## src/rtl/perf_stats.sv

```systemverilog
// Retire-stage statistics collector: run-cycle, branch, taken-branch and jump counters
// plus the latched display-syscall value, all registered for the seven-segment driver.
module perf_stats #(
  parameter int unsigned WIDTH = 32
) (
  input  logic             clk,
  input  logic             rst,
  input  logic             go,
  input  logic             clear,
  input  logic             valid,
  input  logic             is_branch,
  input  logic             br_taken,
  input  logic             is_jump,
  input  logic             disp_we,
  input  logic [WIDTH-1:0] disp_data,
  input  logic             halt,
  output logic [WIDTH-1:0] SyscallOut,
  output logic [WIDTH-1:0] T_all,
  output logic [WIDTH-1:0] T_branch,
  output logic [WIDTH-1:0] T_suc,
  output logic [WIDTH-1:0] T_jump,
  output logic             running,
  output logic             halted
);

  typedef enum logic [1:0] {
    IDLE = 2'd0,
    RUN  = 2'd1,
    HALT = 2'd2
  } state_t;

  state_t           state_q, state_d;
  logic [WIDTH-1:0] sys_d, all_d, branch_d, suc_d, jump_d;

  // Saturating increment: counters stick at all-ones instead of wrapping.
  function automatic logic [WIDTH-1:0] sat_inc(input logic [WIDTH-1:0] v);
    return (v == {WIDTH{1'b1}}) ? v : v + WIDTH'(1);
  endfunction

  // Next-state and next-counter logic; clear overrides everything else.
  always_comb begin
    state_d  = state_q;
    sys_d    = SyscallOut;
    all_d    = T_all;
    branch_d = T_branch;
    suc_d    = T_suc;
    jump_d   = T_jump;
    if (clear) begin
      state_d  = IDLE;
      sys_d    = '0;
      all_d    = '0;
      branch_d = '0;
      suc_d    = '0;
      jump_d   = '0;
    end else begin
      case (state_q)
        IDLE: begin
          if (go) state_d = RUN;
        end
        RUN: begin
          all_d = sat_inc(T_all);
          if (valid && is_branch) begin
            branch_d = sat_inc(T_branch);
            if (br_taken) suc_d = sat_inc(T_suc);
          end
          if (valid && is_jump) jump_d = sat_inc(T_jump);
          if (valid && disp_we) sys_d = disp_data;
          if (valid && halt) state_d = HALT;
        end
        HALT: begin
          state_d = HALT;
        end
        default: begin
          state_d = IDLE;
        end
      endcase
    end
  end

  // State and output registers; status flags decoded from the next state so they
  // change on the same edge as the state itself.
  always_ff @(posedge clk or posedge rst) begin
    if (rst) begin
      state_q    <= IDLE;
      SyscallOut <= '0;
      T_all      <= '0;
      T_branch   <= '0;
      T_suc      <= '0;
      T_jump     <= '0;
      running    <= 1'b0;
      halted     <= 1'b0;
    end else begin
      state_q    <= state_d;
      SyscallOut <= sys_d;
      T_all      <= all_d;
      T_branch   <= branch_d;
      T_suc      <= suc_d;
      T_jump     <= jump_d;
      running    <= (state_d == RUN);
      halted     <= (state_d == HALT);
    end
  end

endmodule
```

## config.mk

```make
export PLATFORM = sky130hd
export DESIGN_NAME = perf_stats
export DESIGN_NICKNAME = d
export VERILOG_FILES = /design/src/rtl/perf_stats.sv
export SDC_FILE = /design/constraint.sdc
export NUM_CORES = 1
export LEC_CHECK = 0
export CORE_MARGIN = 2
export CORE_UTILIZATION = 40
export DETAILED_ROUTE_END_ITERATION = 16
export PLACE_DENSITY = 0.69
export SLEW_MARGIN = 40
export SYNTH_ARGS = -nofsm -noshare
export SYNTH_HDL_FRONTEND = slang
export SYNTH_SLANG_ARGS = --single-unit
```

## constraint.sdc

```tcl
create_clock -name clk -period 9.8 [get_ports clk]
set_clock_uncertainty 0.15 [all_clocks]
set_input_delay 0.98 -clock clk [delete_from_list [all_inputs] [get_ports clk]]
set_output_delay 0.98 -clock clk [all_outputs]
set_load 0.005 [all_outputs]
```

* After elaboration in Yosys (flattened, before gate mapping) *
Cells that the tools add are included.

operators by class
  $add $sub $neg = 4
  multiply operators = 0
  div/mod/pow operators = 0
  magnitude comparators = 0
  equality and inequality tests = 12
  shift operators = 0
  mux-type cells = 23
  bitwise logic cells = 0
  reductions and logical operators = 15

operators by type and width
  kind                   count
  $mux 32                19
  $add 32x1->32 const B  4
  $eq 32x32->1 const B   4
  $reduce_bool 2->1      5
  $ne 2x2->1 const B     4
  $mux 2                 3
  $pmux 2 s3             1
  $reduce_and 3->1       2
  $eq 2x1->1 const B     2
  $eq 2x2->1 const B     2
  $logic_and 1x1->1      4
  $reduce_and 2->1       2
  $reduce_and 4->1       1
  $logic_not 2->1        1

storage, ports and cells
  bits in registers = 164
  bits in latches = 0
  RAM bits = 0
  ROM bits = 0
  input port bits = 42
  output and inout port bits = 162
  word-level logic and storage cells = 62
  memories = 0

* Logic depth before layout (Yosys ltp) *
  depth after elaboration = 6
  depth in mapped cells = 8
  gate-level depth less buffers = 6

* Worst setup path before layout *
OpenSTA, ideal clock, no wires.

  path kind = input port to flip-flop
  start point = input valid
  end point = register T_suc[26]
  setup time = 0.078 ns
  data arrival time = 2.398 ns
  required time = 9.572 ns
  path slack = 7.174 ns
  stages on the path = 7
  path buffers = 2
  path through = and4b_1 buf_4 nand4_2 or4_1 buf_2 or3_1 a21oi_1

on the way
  longest elaborated chain between the ends = 3

ends and longest elaborated chain
  element                             RTL line  source
  start, declared                     10        input logic valid,
  $logic_and 1x1->1                   62        if (valid && is_branch) begin
  $reduce_bool 2->1 (no source line)  n/a
  $reduce_and 4->1 (no source line)   n/a
  end signal, assigned                97        T_suc <= suc_d;
  end, declared                       20        output logic [WIDTH-1:0] T_suc,

Every way passes these cells.
A chain may end at the register's enable or synchronous reset.

* Worst setup path after layout *
  start point = input valid
  end point = register T_suc[27]

Same word-level chain as after synthesis.

==> metrics.cfg <==
[run_status]
status = finished, final reports clean

[placed_design]
dp_hpwl_um = 15900
gp_congestion = 0.841
dp_slack_ns = 5.76
io_buffers = 203

[timing]
setup_viol_count_final = 0
slew_viol_final = 0
finalWorstSetupSlack_ns = 6.24
tightest_slew_ns = 0.730
period_needed_ns = 3.56
grt_setup_unrepaired = no
setup-tns-final_ns = 0
hold_viol = 0
slew-limit-headroom_pct = 50.6
clock.fmax_ghz = 0.281
min_period_over_period_pct = 36.3

[route]
drt_iter0_markers = 459
via_per_inst = 5.66
dr.pass1.iters = 5
num_vias = 8010
wl_per_cell_um = 16.6
drc = 0
drt_wl_total_um = 23400
route.antenna.remaining_nets = 0

[floorplanning]
dieArea_sq_mm = 0.0227
placementRows = 53
start_util_pct = 40.8
io_pins = 204
die_w_um = 151
coreArea_sq_mm = 0.0211
die_y_um = 151

[synth]
synth_edf_count = 0
synth_top_cell_area_share_pct = 47.7
async_reset_ff_share_pct = 100
netlist_top_cells_area = dfrtp_1, a21oi_1, nand2_1
yosysTopAreaCell = dfrtp_1
synth-main-ff-cell = dfrtp_1
ys_seq_elements = 164
synth.avg_cell_area_sq_um = 9.09
synthCells = 947
yosys_warnings = 0
ys_seq_area_share_pct = 47.7
synth.distinct_cells = 56
synth_nets = 993
netlist_area_sq_mm = 0.00861

[worst_setup_path]
cp.required_ns = 10.00
worstSetupEndpointType = register
critPathMaxStageDelay_ns = 0.66
critPathKind = in -> reg
cpLargestDelayFamily = simple AND/OR/NAND/NOR gates
r2r_cells = 6
crit_buf_inv = 2
crit_start = valid
r2r-start = state_q[0]
crit_path_max_fanout = 15
start_kind = input pin
cp.arrival_ns = 3.75
path_cells = clkdlybuf4s50_1 -> nand4b_1 -> nor4_1 -> o311ai_1 -> buf_4 -> or4_1 -> a21oi_1
cpMaxStageDelayCell = nor4_1
critical_path_depth = 7

[final_layout]
drive_gt1_share_pct = 6.41
antenna_cells = 0
final_common_cell = clkdlybuf4s50_1
nets = 1173
fill_cells = 1957
register_area_sq_mm = 0.00410
multi_input_area_sq_mm = 0.00428
mostFrequentLayoutCells = clkdlybuf4s50_1, dfrtp_1, nand2_1, a21oi_1, nor2_1
syn_to_final_growth_pct = 33.2

[clock_network]
cts-root-buf = clkbuf_16
cts_hold_buffers = 0
cts_tree = yes
numClockSinks = 164
clockBufferDepth = 2
htreeDepth = 4
cts_setup_buffers = 0
cts_resized = 0
path_clk_slew_ns = 0.07
cts_buffers = 17
clk_latency_ns = 0.43

[global_routing]
grt_pass1_wl_um = 37800
antenna_found_initial = 0
track_usage_pct = 20.6
grt_max_degree = 97
grt_pass1_vias = 7310
grt_overflow = 0

[hold_path]
holdCritPathClass = reg -> reg
min-delay-start = SyscallOut[4]
holdPathStages = 2

[power]
cellLeakagePower_nw = 4.19
peakVddDrop_uv = 106
p_per_area_mw_per_mm2 = 125

[job]
cap_viol_max_count = 0

[cells in the mapped netlist (10+ instances only)]
library cell    n
nor2b_1        12
dfrtp_1       164
xor2_1         13
o31ai_1        28
clkbuf_1       31
nand2_1       111
and4_1         18
nand4_1        52
or4_1          33
nor4_1         17
nor3_1         14
buf_2          10
or3_1          46
nor2_1         61
and3_1         11
nand3_1        44
inv_1          12
mux2_2         10
o21ai_0        46
a21oi_1       110
xnor2_1        21
[logic make-up (layout without fill, tap and decap cells)]
kind of cell | count (synthesis) | count (layout) | synth area share (%)
mux | 14 | 14 | 1.77
compound gates | 222 | 222 | 15.1
buf+inv | 60 | 252 | 2.89
simple gates | 449 | 449 | 28.5
flops | 164 | 164 | 47.7
fa+ha+maj | 4 | 4 | 0.582
xor+xnor | 34 | 34 | 3.46
[final timing paths]
path                                 end  slack (ns)
setup reg to reg               T_suc[27]        6.86
max in group asynchronous  SyscallOut[1]        7.51
min in group asynchronous      T_all[31]        0.89
hold / removal             SyscallOut[4]        0.37
hold reg to reg            SyscallOut[4]        0.37
setup / recovery               T_suc[27]        6.24
[worst reg2reg max path, stage by stage, from the launching register on]
cell	delay [ns]
dfrtp_1	0.54
nand4b_1	0.50
nor4_1	0.66
o311ai_1	0.18
buf_4	0.21
or4_1	0.47
a21oi_1	0.15
[routing by layer]
metal	share of wire, %	track usage (%)
met5	0	0
met2	48	32.2
met3	5.4	4.73
met1	45	29.2
met4	0.96	4.95
[power by group]
group	internal, mW	switching (mW)
registers	0.682	0.00512
logic	0.0306	0.0428
clock network	0.385	0.290
[cell type report]
type	count	share of cell area (%)
multi-input cells	723	37.4
flip-flops and latches	164	35.8
well taps	275	3.00
clock buffers	18	3.83
clock inverters	13	1.31
inverters	12	0.459
repair buffers	209	18.2
[per-stage QoR]
step | power (mW) | std cells | utilization [%] | instance area [sq um] | hold slack (ns)
floorplan | 0.736 | 947 | - | 8610 | 0.366
global route | 1.49 | 1414 | 54.3 | 11500 | 0.391
detailed placement | 0.775 | 1383 | 51.5 | 10900 | 0.364
CTS | 1.45 | 1414 | 54.3 | 11500 | 0.374
global placement | 0.774 | 1383 | 51.3 | 10800 | 0.359
finish | 1.44 | 1414 | 54.3 | 11500 | 0.371
[sequential cells by signal (all words and copies together), names as in the netlist]
name and cells:
T_branch 32, T_suc 32, halted 1, state_q 2, SyscallOut 32, T_jump 32
running 1, T_all 32
Note: power is estimated with default switching activity, not from simulation.
